<file path="src/rtl/bus_arbiter_rr_pkg.sv">
// Shared types for the round-robin bus arbiter: FSM state encoding and
// small width helpers used by the top level.
package bus_arb_pkg;

    localparam int STATE_W = 2;

    typedef enum logic [STATE_W-1:0] {
        IDLE = 2'd0,
        REQ  = 2'd1,
        RESP = 2'd2
    } state_t;

    // Width of the timeout counter; a disabled timeout still gets one bit so
    // the counter declaration never collapses to zero width.
    function automatic int cnt_width(input int timeout);
        return (timeout > 0) ? $clog2(timeout + 1) : 1;
    endfunction

endpackage

</file>
<file path="src/rtl/bus_arbiter_rr_if.sv">
// Bus bundle between N requesters, the arbiter and one shared slave.
//
// Handshake: a requester raises req_valid[i] with stable req_addr/req_wdata
// slices and holds them until req_ready[i] pulses for one cycle; req_rdata
// and req_err[i] are valid in that same cycle. On the slave side slv_valid
// stays high with stable slv_addr/slv_wdata until the slave answers with
// slv_ready (which may be combinational from slv_valid); slv_rdata is taken
// in the cycle slv_ready is high.
//
// master: the surrounding environment (requesters plus the slave).
// slave : the arbiter itself.
interface bus_arbiter_rr_if #(
    parameter int N  = 4,
    parameter int AW = 4,
    parameter int DW = 4
);
    logic [N-1:0]    req_valid;
    logic [N*AW-1:0] req_addr;
    logic [N*DW-1:0] req_wdata;
    logic [DW-1:0]   req_rdata;
    logic [N-1:0]    req_ready;
    logic [N-1:0]    req_err;
    logic            slv_valid;
    logic [AW-1:0]   slv_addr;
    logic [DW-1:0]   slv_wdata;
    logic [DW-1:0]   slv_rdata;
    logic            slv_ready;

    modport master (
        output req_valid, req_addr, req_wdata, slv_rdata, slv_ready,
        input  req_rdata, req_ready, req_err, slv_valid, slv_addr, slv_wdata
    );

    modport slave (
        input  req_valid, req_addr, req_wdata, slv_rdata, slv_ready,
        output req_rdata, req_ready, req_err, slv_valid, slv_addr, slv_wdata
    );

endinterface

</file>
<file path="src/rtl/bus_arbiter_rr_rr_pick.sv">
// Combinational round-robin picker: rotate the request vector so the
// start pointer sits at bit 0, find the first set bit, then map the
// offset back to an absolute requester index.
module rr_pick #(
    parameter int N  = 4,
    parameter int IW = $clog2(N)
) (
    input  logic [N-1:0]  req,
    input  logic [IW-1:0] start,
    output logic          any_req,
    output logic [IW-1:0] winner
);

    logic [N-1:0] rot;
    logic         found;
    int           off;
    int           sum;

    // Rotate, find-first, and wrap the index modulo N (N need not be a power of two).
    always_comb begin
        rot     = N'({req, req} >> start);
        any_req = |req;
        found   = 1'b0;
        off     = 0;
        for (int k = 0; k < N; k++) begin
            if (!found && rot[k]) begin
                found = 1'b1;
                off   = k;
            end
        end
        sum = int'(start) + off;
        if (sum >= N) begin
            sum = sum - N;
        end
        winner = IW'(sum);
    end

endmodule

</file>
<file path="src/rtl/bus_arbiter_rr.sv">
// Round-robin arbiter sharing one slave bus among N requesters with a
// single outstanding transaction. The winner's addr/wdata are latched,
// the slave is driven until it answers or the timeout fires, and the
// result goes back to the winner as a one-cycle ready (plus err on timeout).
module bus_arbiter_rr
    import bus_arb_pkg::*;
#(
    parameter int N       = 4,
    parameter int AW      = 4,
    parameter int DW      = 4,
    parameter int TIMEOUT = 15
) (
    input  logic                 clk,
    input  logic                 rst,
    bus_arbiter_rr_if.slave      bus,
    output logic [$clog2(N)-1:0] grant_id,
    output logic                 busy,
    output state_t               state_dbg
);

    localparam int            IW       = $clog2(N);
    localparam int            CW       = cnt_width(TIMEOUT);
    localparam logic [CW-1:0] TO_LAST  = (TIMEOUT > 0) ? CW'(TIMEOUT - 1) : '0;
    localparam logic [N-1:0]  ONE_HOT0 = N'(1);

    state_t        state_q, state_d;
    logic [IW-1:0] grant_q, grant_d;
    logic [IW-1:0] rr_q, rr_d;
    logic [AW-1:0] addr_q, addr_d;
    logic [DW-1:0] wdata_q, wdata_d;
    logic          sv_q, sv_d;
    logic [DW-1:0] rdata_q, rdata_d;
    logic [N-1:0]  rdy_q, rdy_d;
    logic [N-1:0]  err_q, err_d;
    logic          busy_q, busy_d;
    logic [CW-1:0] to_q, to_d;

    logic          any_req;
    logic [IW-1:0] win_id;

    rr_pick #(
        .N  (N),
        .IW (IW)
    ) u_pick (
        .req     (bus.req_valid),
        .start   (rr_q),
        .any_req (any_req),
        .winner  (win_id)
    );

    // State and all output registers; reset aborts any transaction in flight.
    always_ff @(posedge clk or posedge rst) begin
        if (rst) begin
            state_q <= IDLE;
            grant_q <= '0;
            rr_q    <= '0;
            addr_q  <= '0;
            wdata_q <= '0;
            sv_q    <= 1'b0;
            rdata_q <= '0;
            rdy_q   <= '0;
            err_q   <= '0;
            busy_q  <= 1'b0;
            to_q    <= '0;
        end else begin
            state_q <= state_d;
            grant_q <= grant_d;
            rr_q    <= rr_d;
            addr_q  <= addr_d;
            wdata_q <= wdata_d;
            sv_q    <= sv_d;
            rdata_q <= rdata_d;
            rdy_q   <= rdy_d;
            err_q   <= err_d;
            busy_q  <= busy_d;
            to_q    <= to_d;
        end
    end

    // Next-state logic: arbitrate in IDLE, wait for slave or timeout in REQ,
    // advance the round-robin pointer in RESP.
    always_comb begin
        state_d = state_q;
        grant_d = grant_q;
        rr_d    = rr_q;
        addr_d  = addr_q;
        wdata_d = wdata_q;
        sv_d    = sv_q;
        rdata_d = rdata_q;
        rdy_d   = '0;
        err_d   = '0;
        to_d    = to_q;
        case (state_q)
            IDLE: begin
                if (any_req) begin
                    grant_d = win_id;
                    addr_d  = bus.req_addr[int'(win_id) * AW +: AW];
                    wdata_d = bus.req_wdata[int'(win_id) * DW +: DW];
                    sv_d    = 1'b1;
                    to_d    = '0;
                    state_d = REQ;
                end
            end
            REQ: begin
                // A slave answer in the timeout cycle still completes normally.
                if (bus.slv_ready) begin
                    rdata_d = bus.slv_rdata;
                    rdy_d   = ONE_HOT0 << grant_q;
                    sv_d    = 1'b0;
                    state_d = RESP;
                end else if ((TIMEOUT != 0) && (to_q == TO_LAST)) begin
                    rdata_d = '0;
                    rdy_d   = ONE_HOT0 << grant_q;
                    err_d   = ONE_HOT0 << grant_q;
                    sv_d    = 1'b0;
                    state_d = RESP;
                end else if (TIMEOUT != 0) begin
                    to_d = to_q + CW'(1);
                end
            end
            RESP: begin
                // No arbitration here: the winner drops valid while seeing ready.
                rr_d    = (grant_q == IW'(N - 1)) ? '0 : grant_q + IW'(1);
                state_d = IDLE;
            end
            default: begin
                sv_d    = 1'b0;
                state_d = IDLE;
            end
        endcase
        busy_d = (state_d != IDLE);
    end

    assign bus.slv_valid = sv_q;
    assign bus.slv_addr  = addr_q;
    assign bus.slv_wdata = wdata_q;
    assign bus.req_rdata = rdata_q;
    assign bus.req_ready = rdy_q;
    assign bus.req_err   = err_q;
    assign grant_id      = grant_q;
    assign busy          = busy_q;
    assign state_dbg     = state_q;

endmodule
</file>
<file path="src/flat_wrapper.sv">
// flat-port wrapper written by rule: the top's interface ports become plain ports
module bus_arbiter_rr_flat import bus_arb_pkg::*;
#(
    parameter int N       = 4,
    parameter int AW      = 4,
    parameter int DW      = 4,
    parameter int TIMEOUT = 15
)
  (clk, rst, grant_id, busy, state_dbg, bus_req_valid, bus_req_addr, bus_req_wdata, bus_slv_rdata, bus_slv_ready, bus_req_rdata, bus_req_ready, bus_req_err, bus_slv_valid, bus_slv_addr, bus_slv_wdata);
  bus_arbiter_rr_if #(.N(N), .AW(AW), .DW(DW)) bus_i ();
  input  logic clk;
  input  logic rst;
  output logic [$clog2(N)-1:0] grant_id;
  output logic busy;
  output state_t state_dbg;
  input wire logic [$bits(bus_i.req_valid)-1:0] bus_req_valid;
  input wire logic [$bits(bus_i.req_addr)-1:0] bus_req_addr;
  input wire logic [$bits(bus_i.req_wdata)-1:0] bus_req_wdata;
  input wire logic [$bits(bus_i.slv_rdata)-1:0] bus_slv_rdata;
  input wire logic [$bits(bus_i.slv_ready)-1:0] bus_slv_ready;
  output wire logic [$bits(bus_i.req_rdata)-1:0] bus_req_rdata;
  output wire logic [$bits(bus_i.req_ready)-1:0] bus_req_ready;
  output wire logic [$bits(bus_i.req_err)-1:0] bus_req_err;
  output wire logic [$bits(bus_i.slv_valid)-1:0] bus_slv_valid;
  output wire logic [$bits(bus_i.slv_addr)-1:0] bus_slv_addr;
  output wire logic [$bits(bus_i.slv_wdata)-1:0] bus_slv_wdata;
  assign bus_i.req_valid = bus_req_valid;
  assign bus_i.req_addr = bus_req_addr;
  assign bus_i.req_wdata = bus_req_wdata;
  assign bus_i.slv_rdata = bus_slv_rdata;
  assign bus_i.slv_ready = bus_slv_ready;
  assign bus_req_rdata = bus_i.req_rdata;
  assign bus_req_ready = bus_i.req_ready;
  assign bus_req_err = bus_i.req_err;
  assign bus_slv_valid = bus_i.slv_valid;
  assign bus_slv_addr = bus_i.slv_addr;
  assign bus_slv_wdata = bus_i.slv_wdata;
  bus_arbiter_rr #(.N(N), .AW(AW), .DW(DW), .TIMEOUT(TIMEOUT)) u_core (.clk(clk), .rst(rst), .bus(bus_i), .grant_id(grant_id), .busy(busy), .state_dbg(state_dbg));
endmodule
</file>
<file path="config.mk">
export PLATFORM = sky130hd
export DESIGN_NAME = bus_arbiter_rr_flat
export DESIGN_NICKNAME = d
export VERILOG_FILES = /design/src/rtl/bus_arbiter_rr_pkg.sv /design/src/rtl/bus_arbiter_rr_if.sv /design/src/rtl/bus_arbiter_rr_rr_pick.sv /design/src/rtl/bus_arbiter_rr.sv /design/src/flat_wrapper.sv
export SDC_FILE = /design/constraint.sdc
export NUM_CORES = 1
export LEC_CHECK = 0
export CORE_UTILIZATION = 30
export CTS_BUF_LIST = sky130_fd_sc_hd__clkbuf_16
export CTS_CLUSTER_SIZE = 28
export DETAILED_ROUTE_END_ITERATION = 7
export HOLD_SLACK_MARGIN = 0.02
export REMOVE_ABC_BUFFERS = 1
export SETUP_SLACK_MARGIN = 0.5
export SLEW_MARGIN = 20
export SYNTH_ARGS = -nofsm -noshare
export SYNTH_HDL_FRONTEND = slang
export SYNTH_HIERARCHICAL = 1
export SYNTH_SLANG_ARGS = --single-unit
</file>
<file path="constraint.sdc">
create_clock -name clk -period 5.6 [get_ports clk]
set_input_delay 1.12 -clock clk [delete_from_list [all_inputs] [get_ports clk]]
set_output_delay 1.12 -clock clk [all_outputs]
set_load 0.05 [all_outputs]
</file>
# Word level (Yosys, flattened, before mapping)
# Cells that the tools add are included.
[classes]
magnitude_cmp = 1
n_eq_ne = 8
muxes = 27
shift = 4
addsub = 4
n_bitwise = 1
reduce_logical = 15
[op_table]
columns = ["op", "n"]
rows = [
  ["$mux 32", 2],
  ["$mux 4", 10],
  ["$add 3x32->32", 1],
  ["$ge 32x4->1 const B", 1],
  ["$shiftx 16x5->4", 2],
  ["$mux 2", 5],
  ["$pmux 4 s2", 1],
  ["$shr 8x2->4", 1],
  ["$mux 1", 7],
  ["$reduce_bool 2->1", 3],
  ["$add 4x1->4 const B", 1],
  ["$eq 2x2->1 const B", 2],
  ["$eq 4x4->1 const B", 1],
  ["$ne 2x2->1 const B", 2],
  ["$pmux 2 s2", 1],
  ["$reduce_and 2->1", 2],
  ["$reduce_and 4->1", 1],
  ["$reduce_or 4->1", 1],
  ["$shl 1x2->4 const A", 1],
  ["$logic_and 1x1->1", 3],
  ["$logic_not 1->1", 3],
  ["$ne 3x2->1 const B", 1],
  ["$pmux 1 s3", 1],
  ["$reduce_and 3->1", 1],
  ["other kinds (6)", 6],
]
[totals]
register_bits = 32
inputBits = 43
elab_cells = 71
out_inout_bits = 26

# Logic depth before layout (Yosys ltp)
# Gate-level depths: netlist of run 1.
[logic_depth]
word_depth = 15
depth_mapped = 11
ltp_nobuf = 9

# Cells and area by module
# Netlist of run 1, hierarchy kept.
[modules_own_cells]
columns = ["module", "seq_area_each_um2", "instances", "area_each_um2", "cells_each"]
rows = [
  ["bus_arbiter_rr", 800.8, 1, 1539.0, 111],
  ["rr_pick", 0.0, 1, 190.2, 28],
]

# Worst setup path before layout of run 1
# OpenSTA, ideal clock, no wires.
[synth_path]
path_kind = "input to register"
start = "input bus_req_valid[2]"
end = "register u_core.addr_q[0], in the netlist u_core/bus.slv_addr[0]"
setup_ns = 0.125
slack_ns = 2.444
required_ns = 5.475
path_stages = 11
t_arrival_ns = 3.031
path_buffers = 2
cell_sequence = "buf_2 -> nor2_1 -> nor3_1 -> a21oi_1 -> o211ai_1 -> ha_1 -> xnor2_1 -> xnor2_1 -> buf_1 -> mux4_2 -> mux2_4"
[synth_between]
elab_chain_cells = 15
word_cells_on_any_way = 20
classes_between = "2 x add/sub; 1 x order compare; 2 x shift; 7 x mux; 8 x reduce/logical"
[synth_lines]
columns = ["element", "line", "rtl"]
rows = [
  ["start, declared", "flat_wrapper.sv:16", "input wire logic [$bits(bus_i.req_valid)-1:0] bus_req_valid;"],
  ["$shr 8x2->4 *", "bus_arbiter_rr_rr_pick.sv:21", "rot = N'({req, req} >> start);"],
  ["$mux 1", "bus_arbiter_rr_rr_pick.sv:26", "if (!found && rot[k]) begin"],
  ["$logic_not 1->1", "bus_arbiter_rr_rr_pick.sv:26", ""],
  ["$logic_and 1x1->1", "bus_arbiter_rr_rr_pick.sv:26", ""],
  ["$mux 1", "bus_arbiter_rr_rr_pick.sv:26", ""],
  ["$logic_not 1->1", "bus_arbiter_rr_rr_pick.sv:26", ""],
  ["$logic_and 1x1->1", "bus_arbiter_rr_rr_pick.sv:26", ""],
  ["$mux 1", "bus_arbiter_rr_rr_pick.sv:26", ""],
  ["$logic_not 1->1", "bus_arbiter_rr_rr_pick.sv:26", ""],
  ["$logic_and 1x1->1", "bus_arbiter_rr_rr_pick.sv:26", ""],
  ["$mux 32 *", "bus_arbiter_rr_rr_pick.sv:26", ""],
  ["$add 3x32->32 *", "bus_arbiter_rr_rr_pick.sv:31", "sum = int'(start) + off;"],
  ["$ge 32x4->1 / $sub 2x1->2 (equally long branches)", "bus_arbiter_rr_rr_pick.sv:32, bus_arbiter_rr_rr_pick.sv:33", ""],
  ["$mux 2 *", "bus_arbiter_rr_rr_pick.sv:32", "if (sum >= N) begin"],
  ["via u_core.win_id[1]", "bus_arbiter_rr.sv:39", "logic [IW-1:0] win_id;"],
  ["$shiftx 16x5->4 *", "bus_arbiter_rr.sv:97", "addr_d = bus.req_addr[int'(win_id) * AW +: AW];"],
  ["end signal, assigned", "bus_arbiter_rr.sv:69", "addr_q <= addr_d;"],
  ["end, declared", "bus_arbiter_rr.sv:29", "logic [AW-1:0] addr_q, addr_d;"],
]
# The timed path passes the listed nets; every way through them passes the cells marked *.
# A chain may end at the register's enable or synchronous reset.

# Final worst setup path of run 1
[layout_path]
start = "input bus_req_valid[2]"
end = "register u_core.wdata_q[1], in the netlist u_core/bus.slv_wdata[1]"
[layout_between]
elab_chain_cells = 15
word_cells_on_any_way = 20
classes_between = "2 x add/sub; 1 x order compare; 2 x shift; 7 x mux; 8 x reduce/logical"
[layout_lines]
columns = ["element", "line", "rtl"]
rows = [
  ["$shr 8x2->4 *", "bus_arbiter_rr_rr_pick.sv:21", ""],
  ["$mux 1", "bus_arbiter_rr_rr_pick.sv:26", ""],
  ["$logic_not 1->1", "bus_arbiter_rr_rr_pick.sv:26", ""],
  ["$logic_and 1x1->1", "bus_arbiter_rr_rr_pick.sv:26", ""],
  ["$mux 1", "bus_arbiter_rr_rr_pick.sv:26", ""],
  ["$logic_not 1->1", "bus_arbiter_rr_rr_pick.sv:26", ""],
  ["$logic_and 1x1->1", "bus_arbiter_rr_rr_pick.sv:26", ""],
  ["$mux 1", "bus_arbiter_rr_rr_pick.sv:26", ""],
  ["$logic_not 1->1", "bus_arbiter_rr_rr_pick.sv:26", ""],
  ["$logic_and 1x1->1", "bus_arbiter_rr_rr_pick.sv:26", ""],
  ["$mux 32 *", "bus_arbiter_rr_rr_pick.sv:26", ""],
  ["$add 3x32->32 *", "bus_arbiter_rr_rr_pick.sv:31", ""],
  ["$ge 32x4->1 / $sub 2x1->2 (equally long branches)", "bus_arbiter_rr_rr_pick.sv:32, bus_arbiter_rr_rr_pick.sv:33", ""],
  ["$mux 2 *", "bus_arbiter_rr_rr_pick.sv:32", ""],
  ["via u_core.win_id[1]", "bus_arbiter_rr.sv:39", ""],
  ["$shiftx 16x5->4 *", "bus_arbiter_rr.sv:98", "wdata_d = bus.req_wdata[int'(win_id) * DW +: DW];"],
  ["end signal, assigned", "bus_arbiter_rr.sv:70", "wdata_q <= wdata_d;"],
  ["end, declared", "bus_arbiter_rr.sv:30", "logic [DW-1:0] wdata_q, wdata_d;"],
]
# Marks and branches as above.

==> flow_metrics.tcl, run 1 <==
set metrics [dict create \
    run_status "complete, no violations" \
    clkLatencyLatePin_ns 0.27 \
    avgSynthCellArea_um2 12.4 \
    tritoncts "done" \
    overflow 0 \
    hp-start "u_core/bus.req_rdata[3]" \
    route.detailed.wl_per_inst_um 13.4 \
    maximum_number_of_pins_on_one_net_before_global_route_repair 33 \
    synth_cell_type_count 37 \
    final_area_um2 2600 \
    p_leak_uw 0.00111 \
    hold_viol 0 \
    worst-r2r-cell-count 8 \
    ant_nets 0 \
    cp-start-kind "primary input" \
    timing.final.setup_violations 0 \
    max_cap_viol_count 0 \
    clock-sinks 32 \
    detail_route.first_pass.iterations 4 \
    grt_setup_unrepaired "no" \
    wirelength_mm 3.77 \
    cts_setup_buffers 0 \
    worst_setup_path_class "primary input to register" \
    timing.clock.skew_ns 0.00560 \
    cts-root-buf "sky130_fd_sc_hd__clkbuf_16" \
    yosys_register_bits 32 \
    biggest_area_consumer_among_synthesized_cells "sky130_fd_sc_hd__dfrtp_1" \
    gpl.final_weighted_congestion 0.749 \
    critical_path_origin "bus_req_valid[2]" \
    critical_path.max_fanout 9 \
    crit_path_end_kind "register" \
    crit-reg2reg-launch "u_core/rr_q[0]" \
    h-tree-depth 2 \
    timing.critical_path.to "u_core/bus.slv_wdata[1]" \
    numCtsBuffers 5 \
    drt_iter0_drc 48 \
    timing.final.crit_share_pct 67.6 \
    vias 1318 \
    regToRegEndpoint "u_core/bus.slv_wdata[1]" \
    grt_pass1_wl_mm 6.00 \
    hold_path.class "register to register" \
    fp.dieW_um 77.9 \
    antenna_found_initial 0 \
    maxClockFrequency_mhz 264 \
    layout_min_cycle_time_ns 3.79 \
    count_of_yosys_warnings_during_synthesis 6 \
    fraction_of_the_yosys_area_taken_by_sequential_cells_pct 46.3 \
    floorplan.initialDensity_pct 31.2 \
    first_global_vias 1248 \
    port_buffers 68 \
    drc 0 \
    design.final.nets 260 \
    die_h_um 77.9 \
    clock_path_buffers 2 \
    insertedDiodeCount 0 \
    final_cell_count_no_fill 282 \
    core_region_area_um2 5540 \
    max_slew.worst_pin.slew_ns 0.933 \
    io-pin-count 69 \
    numPlacedInstances 275 \
    cts.clk_slew.worst_paths_ns 0.05 \
    num_rows 27 \
    reg2reg_setup_slack_ns 2.73 \
    netlist.area_leader.share_pct 46.3 \
    relSlewSlack_pct 37.4 \
    worstPathRequired_ns 5.75 \
    grt_util_all_layers_pct 12.8 \
    cts_hold_buf 0 \
    syn-instance-count 139 \
    netlist_area_um2 1730 \
    setup_total_negative_slack_ns 0 \
    area_delta_synth_final_pct 50.3 \
    drv_slew 0 \
    worst_ep_arrival_time_ns 3.94 \
    postPlaceCellArea_um2 2460 \
    ctsResizeCount 0 \
    detailed_place_hpwl_mm 2.83 \
    drive_gt1_share_pct 14.8 \
    die_area_um2 6070 \
    detail_route.vias_per_cell 4.67 \
    synth_area_leaders "sky130_fd_sc_hd__dfrtp_1 46%, sky130_fd_sc_hd__mux4_2 10%, sky130_fd_sc_hd__mux2_4 6.9%, sky130_fd_sc_hd__ha_1 5.1%, sky130_fd_sc_hd__and2_1 2.9%" \
    vdd_drop_max_mv 0.274 \
    power.density_cell_area_nw_per_um2 582 \
]
==> cell usage in the layout (no fill, tap or decap), types with 5 or more instances in the layout <==
master,count
sky130_fd_sc_hd__clkdlybuf4s50_1,68
sky130_fd_sc_hd__dfrtp_1,32
sky130_fd_sc_hd__inv_1,8
sky130_fd_sc_hd__nor2_1,8
sky130_fd_sc_hd__mux4_2,8
sky130_fd_sc_hd__mux2_4,8
sky130_fd_sc_hd__and2_1,8
sky130_fd_sc_hd__ha_1,7
sky130_fd_sc_hd__nand2b_1,6
sky130_fd_sc_hd__clkbuf_16,5
sky130_fd_sc_hd__nand2_1,5
sky130_fd_sc_hd__a21oi_1,5
==> layer usage <==
layer | vias to the layer above | GRT usage, % | wire [um]
met4 | 0 | 5.56 | 76
met5 | - | 0 | 0
met1 | 641 | 16.2 | 1690
met2 | 30 | 20.5 | 1840
met3 | 7 | 3.29 | 155
li1 | 640 | - | -
==> critical path: stages <==
cell	delay (ns)
sky130_fd_sc_hd__clkdlybuf4s50_1	0.54
sky130_fd_sc_hd__nor2_1	0.19
sky130_fd_sc_hd__nor3_1	0.06
sky130_fd_sc_hd__a21oi_1	0.16
sky130_fd_sc_hd__o211ai_1	0.11
sky130_fd_sc_hd__ha_1	0.20
sky130_fd_sc_hd__xnor2_1	0.13
sky130_fd_sc_hd__xnor2_1	0.74
sky130_fd_sc_hd__mux4_2	0.42
sky130_fd_sc_hd__mux2_4	0.27
==> where the power goes <==
group	total, uW	switching (uW)	internal (uW)
registers	395	79.8	316
clock network	244	85.2	159
logic	872	462	410
total	1510	627	885
==> cells in the mapped netlist (all sizes together) <==
| cell | n |
|---|---|
| dfrtp | 32 |
| mux2 | 11 |
| and2 | 8 |
| mux4 | 8 |
| nor2 | 8 |
| ha | 7 |
| inv | 7 |
| buf | 6 |
| nand2b | 6 |
| a21oi | 5 |
| nand2 | 5 |
| a22o | 4 |
| a311oi | 3 |
| nor3 | 3 |
| a31oi | 2 |
| mux2i | 2 |
| nand3 | 2 |
| o211ai | 2 |
| o21ai | 2 |
| o22a | 2 |
| o22ai | 2 |
| or2 | 2 |
| xnor2 | 2 |
| a211o | 1 |
| and3 | 1 |
| nand3b | 1 |
| nor2b | 1 |
| nor3b | 1 |
| nor4 | 1 |
| o31ai | 1 |
| or2b | 1 |
==> metrics by stage <==
stage	worst slack, ns	power (uW)	util [%]	hold WS, ns
floorplan	2.49	1020	-	0.522
global placement	1.61	1270	44.5	0.488
detailed placement	1.56	1280	44.5	0.481
CTS	1.84	1530	46.9	0.501
global route	1.65	1600	46.9	0.515
finish	1.81	1510	46.9	0.496
==> registers in the layout, indices dropped and copies added, names as in the netlist <==
signal / cells
u_core/bus.req_err: 4
u_core/bus.req_rdata: 4
u_core/bus.req_ready: 4
u_core/bus.slv_addr: 4
u_core/bus.slv_wdata: 4
u_core/to_q: 4
u_core/grant_id: 2
u_core/rr_q: 2
u_core/state_dbg: 2
u_core/bus.slv_valid: 1
u_core/busy: 1
==> how the worst min path moves through the flow <==
stage / to / slack, ns / cells past startpoint
2_1_floorplan: u_core/to_q[3] / 0.52 / 1
3_3_place_gp: u_core/bus.req_rdata[3] / 0.49 / 1
3_5_place_dp: u_core/bus.req_rdata[2] / 0.48 / 1
4_1_cts: u_core/bus.req_rdata[2] / 0.50 / 1
5_1_grt: u_core/bus.req_rdata[3] / 0.52 / 1
6_report: u_core/bus.req_rdata[3] / 0.50 / 1
==> kinds of logic (layout without fill, tap and decap cells) <==
kind of cell / after synthesis / in the layout / synth area share (%)
adder cells (fa/ha/maj): 7 / 7 / 5.06
buffers and inverters: 13 / 84 / 4.41
AND/OR/NAND/NOR: 40 / 40 / 12.4
XOR/XNOR: 2 / 2 / 1.01
AO/OA/AOI/OAI: 24 / 24 / 10.3
flip-flops: 32 / 32 / 46.3
multiplexers: 21 / 21 / 20.5
==> cell type report <==
class	instances	area [um^2]
clock buffers	5	125
clock inverters	2	8.76
fillers	528	2940
inverters	7	26.3
multi-input cells	94	852
flip-flops and latches	32	801
well taps	72	90.1
repair buffers	70	696
Power figures use the tool's default switching activity.
==> run 2, diff against run 1 <==
==> constraint.sdc (replaced) <==
create_clock -name clk -period 3.8 [get_ports clk]
set_input_delay 0.76 -clock clk [delete_from_list [all_inputs] [get_ports clk]]
set_output_delay 0.76 -clock clk [all_outputs]
set_load 0.05 [all_outputs]
==> run 2 against run 1 <==
Count of clock-buffer cells in the layout unchanged. Total power grew 50%. Wire length grew 2.5%. Setup slack got worse by 1.0 ns. Final cell count grew 0.35%. Cell area rose by 0.67%. Sequential power is 47% higher. Sequential share of layout area down 0.21 points. Non-clock buffer count grew 1.
==> flow_metrics.tcl, run 2 (synthesized netlist as in run 1, its figures left out) <==
set metrics [dict create \
    worst-r2r-cell-count 9 \
    worst_ep_arrival_time_ns 3.18 \
    area_delta_synth_final_pct 51.3 \
    regToRegEndpoint "u_core/bus.slv_addr[1]" \
    cts-root-buf "sky130_fd_sc_hd__clkbuf_16" \
    timing.clock.skew_ns 0.00729 \
    vias 1337 \
    hold_ws_ns 0.497 \
    clock-sinks 32 \
    detail_route.first_pass.iterations 4 \
    route.detailed.wl_per_inst_um 13.7 \
    tritoncts "done" \
    first_global_vias 1311 \
    num_rows 27 \
    fp.dieW_um 77.9 \
    hp-start "u_core/bus.req_rdata[3]" \
    max_cap_viol_count 0 \
    grt_pass1_wl_mm 6.41 \
    die_h_um 77.9 \
    cts_hold_buf 0 \
    final_cell_mix "68 x sky130_fd_sc_hd__clkdlybuf4s50_1, 32 x sky130_fd_sc_hd__dfrtp_1" \
    detail_route.vias_per_cell 4.72 \
    numCtsBuffers 5 \
    vdd_drop_max_mv 0.274 \
    worst_setup_path_class "primary input to register" \
    final_util_pct 47.2 \
    h-tree-depth 2 \
    drt_iter0_drc 73 \
    power.density_cell_area_nw_per_um2 864 \
    p_leak_uw 0.00112 \
    ant_nets 0 \
    design.final.nets 261 \
    clkLatencyLatePin_ns 0.27 \
    cts.clk_slew.worst_paths_ns 0.05 \
    io-pin-count 69 \
    core_region_area_um2 5540 \
    maxClockFrequency_mhz 330 \
    grt_setup_unrepaired "no" \
    run_status "complete, no violations" \
    final_common_cell "sky130_fd_sc_hd__clkdlybuf4s50_1" \
    drive_gt1_share_pct 16.1 \
    cp-start-kind "primary input" \
    grt_util_all_layers_pct 14.0 \
    maximum_number_of_pins_on_one_net_before_global_route_repair 33 \
    sink_of_the_worst_hold_path "u_core/bus.req_rdata[3]" \
    timing.final.crit_share_pct 79.7 \
    drc 0 \
    relSlewSlack_pct 65.4 \
    detailed_place_hpwl_mm 2.98 \
    wirelength_mm 3.87 \
    overflow 0 \
    floorplan.initialDensity_pct 31.2 \
    hold_path.class "register to register" \
    worstPathRequired_ns 3.95 \
    max_slew.worst_pin.slew_ns 0.517 \
    hold_viol 0 \
    drv_slew 0 \
    reg2reg_setup_slack_ns 1.35 \
    antenna_found_initial 0 \
    min_delay_path_depth 1 \
    timing.final.setup_violations 0 \
    clock_path_buffers 2 \
    insertedDiodeCount 0 \
    setup_total_negative_slack_ns 0 \
    gpl.final_weighted_congestion 0.763 \
    critical_path.max_fanout 9 \
    final_critical_path_setup_slack_ns 0.771 \
    pre_cts_ws_ns 0.0841 \
    die_area_um2 6070 \
    port_buffers 68 \
    crit-reg2reg-launch "u_core/rr_q[0]" \
    layout_min_cycle_time_ns 3.03 \
    crit_path_end_kind "register" \
]
-- run 2: stage by stage --
step,cell area [um^2],power (uW),std cells
finish,2620,2260,283
global route,2620,2390,283
CTS,2610,2260,282
detailed placement,2460,1890,275
global placement,2460,1870,275
floorplan,1680,1500,133
-- run 2: worst max-delay path: stages --
cell,delay (ns)
sky130_fd_sc_hd__clkdlybuf4s50_1,0.54
sky130_fd_sc_hd__nor2_1,0.21
sky130_fd_sc_hd__nor3_1,0.06
sky130_fd_sc_hd__a21oi_1,0.14
sky130_fd_sc_hd__o211ai_1,0.11
sky130_fd_sc_hd__ha_2,0.54
sky130_fd_sc_hd__mux4_2,0.55
sky130_fd_sc_hd__mux2_4,0.26
-- run 2: worst max path at each step --
stage                      from                      end  slack [ns]  depth (start not counted)
6_report       bus_req_valid[2]   u_core/bus.slv_addr[1]        0.77                          8
2_1_floorplan  bus_req_valid[2]   u_core/bus.slv_addr[0]        1.05                          9
5_1_grt        bus_req_valid[2]  u_core/bus.slv_wdata[0]        0.54                         11
3_5_place_dp   bus_req_valid[2]  u_core/bus.slv_wdata[2]        0.08                         10
3_3_place_gp   bus_req_valid[2]  u_core/bus.slv_wdata[0]        0.17                         10
4_1_cts        bus_req_valid[2]  u_core/bus.slv_wdata[2]        0.64                         10
-- run 2: report_power, final --
part	switching, uW	internal [uW]
Sequential	117	465
Combinational	692	627
Clock	125	234
-- run 2: final cells by class --
cell class	count	area, um^2
Clock buffer	5	125
Clock inverter	2	8.76
Fill cell	521	2920
Inverter	7	26.3
Multi-Input combinational cell	94	862
Sequential cell	32	801
Tap cell	72	90.1
Timing Repair Buffer	71	703
-- run 2: timing repair --
item | in CTS | in global routing
buffers inserted | 0 | 1
endpoints found under the setup margin | 8 | 8
resized for setup | 1 | 1
pin swaps | 0 | 1
gates cloned | 0 | 0
-- run 2: layer usage --
layer	wire (um)	GRT usage, %
met5	0	0
met3	152	3.18
met2	1940	22.5
met4	77	7.78
met1	1690	17.3
==> run 3, diff against run 2 <==
==> constraint.sdc (replaced) <==
create_clock -name clk -period 2.93 [get_ports clk]
set_input_delay 0.586 -clock clk [delete_from_list [all_inputs] [get_ports clk]]
set_output_delay 0.586 -clock clk [all_outputs]
set_load 0.05 [all_outputs]
==> run 3 against run 2 <==
Core utilization is 1.6 points higher. Count of clock-buffer cells in the layout stayed put. Die area stayed put. Critical path depth is 1 higher. Clock skew is 0.0029 ns lower. Largest power group unchanged. Total power is 34% higher. Flip-flop and latch count stayed put. Combinational power is 36% higher. Cell area is 3.3% higher. Setup slack worse by 0.13 ns. Sequential power is 30% higher.
==> flow_metrics.tcl, run 3 (synthesized netlist as in run 1, its figures left out) <==
set metrics [dict create \
    cts_hold_buf 0 \
    wirelength_mm 4.15 \
    core_region_area_um2 5540 \
    cellInternalPower_uw 1790 \
    num_rows 27 \
    final_critical_path_setup_slack_ns 0.637 \
    insertedDiodeCount 0 \
    hold_ws_ns 0.499 \
    switching_share_pct 40.8 \
    port_buffers 68 \
    h-tree-depth 2 \
    p_seq_share_pct 25.0 \
    clkLatencyLatePin_ns 0.27 \
    highest_cell_delay_on_the_worst_timing_path_ns 0.47 \
    timing.clock.skew_ns 0.00437 \
    worst_setup_path_class "register to register" \
    comb_power_share_pct 59.4 \
    detail_route.first_pass.iterations 4 \
    final_util_pct 48.8 \
    critical_path.max_fanout 10 \
    maximum_number_of_pins_on_one_net_before_global_route_repair 33 \
    worstPathCellList "nor4_1, a21oi_1, o211ai_1, ha_2, xnor2_1, xnor2_1, buf_4, mux4_2, mux2_4" \
    overflow 0 \
    final_cell_count_no_fill 295 \
    min_delay_path_depth 1 \
    die_h_um 77.9 \
    gpl.final_weighted_congestion 0.725 \
    crit_path_end_kind "register" \
    io-pin-count 69 \
    design.final.nets 272 \
    area_delta_synth_final_pct 56.3 \
    vias 1412 \
    grt_util_all_layers_pct 14.3 \
    fp.dieW_um 77.9 \
    first_global_vias 1377 \
    route.detailed.wl_per_inst_um 14.1 \
    run_status "complete, no violations" \
    hold_path.class "register to register" \
    drive_gt1_share_pct 22.9 \
    final_cell_mix "64 x sky130_fd_sc_hd__clkdlybuf4s50_1, 31 x sky130_fd_sc_hd__dfrtp_1, 13 x sky130_fd_sc_hd__buf_4" \
    worstPathRequired_ns 3.09 \
    cp_num_cells 9 \
    drv_slew 0 \
    vdd_drop_max_mv 0.563 \
    antenna_found_initial 0 \
    clock_path_buffers 2 \
    grt_setup_unrepaired "no" \
    final_common_cell "sky130_fd_sc_hd__clkdlybuf4s50_1" \
    drt_iter0_drc 64 \
    tritoncts "done" \
    ant_nets 0 \
    max_cap_viol_count 0 \
    relSlewSlack_pct 65.6 \
    clock-sinks 32 \
    pre_cts_ws_ns -0.0738 \
    hold_viol 0 \
    critPathMostFrequentCell "sky130_fd_sc_hd__xnor2_1" \
    timing.final.crit_share_pct 78.3 \
    cp-start-kind "register" \
    p_sw_uw 1230 \
    worst_ep_arrival_time_ns 2.45 \
    floorplan.initialDensity_pct 31.2 \
    setup_total_negative_slack_ns 0 \
    die_area_um2 6070 \
    cts.clk_slew.worst_paths_ns 0.05 \
    timing.final.setup_violations 0 \
    fill_cells 533 \
    drc 0 \
    power.density_cell_area_nw_per_um2 1120 \
    crit_path_buf_inv_count 1 \
    grt_pass1_wl_mm 6.61 \
    cts-root-buf "sky130_fd_sc_hd__clkbuf_16" \
    maxClockFrequency_mhz 436 \
    worst_path_max_delay_cell "sky130_fd_sc_hd__dfrtp_2" \
    detail_route.vias_per_cell 4.79 \
    numCtsBuffers 5 \
    worst-r2r-cell-count 9 \
    max_slew.worst_pin.slew_ns 0.515 \
    p_clk_share_pct 15.6 \
    numPlacedInstances 284 \
    layout_min_cycle_time_ns 2.29 \
    detailed_place_hpwl_mm 3.06 \
    cp_top_family "multiplexers" \
    p_leak_uw 0.00117 \
]
-- run 3: layer usage --
metal	wire, um	GRT usage [%]	part of all wire (%)	vias up
met3	175	3.53	4.2	9
met2	2040	23.4	49	42
met1	1840	17.8	44	691
met5	0	0	0	-
li1	-	-	-	670
met4	91	6.48	2.2	0
-- run 3: layout make-up --
class | count | area [um^2] | area share [%]
multi-input cells | 94 | 870 | 32.2
flip-flops and latches | 32 | 802 | 29.7
repair buffers | 82 | 778 | 28.8
clock buffers | 5 | 125 | 4.63
well taps | 72 | 90.1 | 3.33
inverters | 7 | 26.3 | 0.972
clock inverters | 3 | 11.3 | 0.417
-- run 3: per-stage QoR --
stage | instance area [um^2] | power (uW)
finish | 2700 | 3020
global route | 2700 | 3190
CTS | 2690 | 3040
floorplan | 1680 | 1950
detailed placement | 2540 | 2550
global placement | 2540 | 2530
-- run 3: path summary, 6_finish.rpt --
path	slack (ns)	endpoint	startpoint
setup / recovery	0.64	u_core/bus.slv_addr[3]	u_core/rr_q[0]
hold / removal	0.50	u_core/bus.req_rdata[3]	u_core/bus.req_rdata[3]
setup reg to reg	0.64	u_core/bus.slv_addr[3]	u_core/rr_q[0]
hold reg to reg	0.50	u_core/bus.req_rdata[3]	u_core/bus.req_rdata[3]
max in group asynchronous	1.92	u_core/rr_q[0]	rst
min in group asynchronous	0.71	u_core/bus.slv_wdata[3]	rst
-- run 3: power groups by stage --
stage | registers [uW] | logic [uW] | clock network [uW]
after detailed placement | 762 | 1790 | 0
after global routing | 783 | 1900 | 507
after global placement | 759 | 1770 | 0
after CTS | 760 | 1800 | 486
final | 756 | 1790 | 471
after floorplan | 1190 | 762 | 0
-- run 3: worst register-to-register path, delay by kind of cell (launching register included) --
family,cells,cell delay (ns)
XOR/XNOR,2,0.28
buffers and inverters,1,0.19
flip-flops,1,0.47
adder cells (fa/ha/maj),1,0.20
AO/OA/AOI/OAI,2,0.17
AND/OR/NAND/NOR,1,0.29
multiplexers,2,0.58
-- run 3: timing repair --
action,CTS,global route
gates resized for setup,11,11
pin swaps,4,2
endpoints found under the setup margin,8,8
cloned,0,0
hold endpoints to repair,0,0
setup buffers,1,2
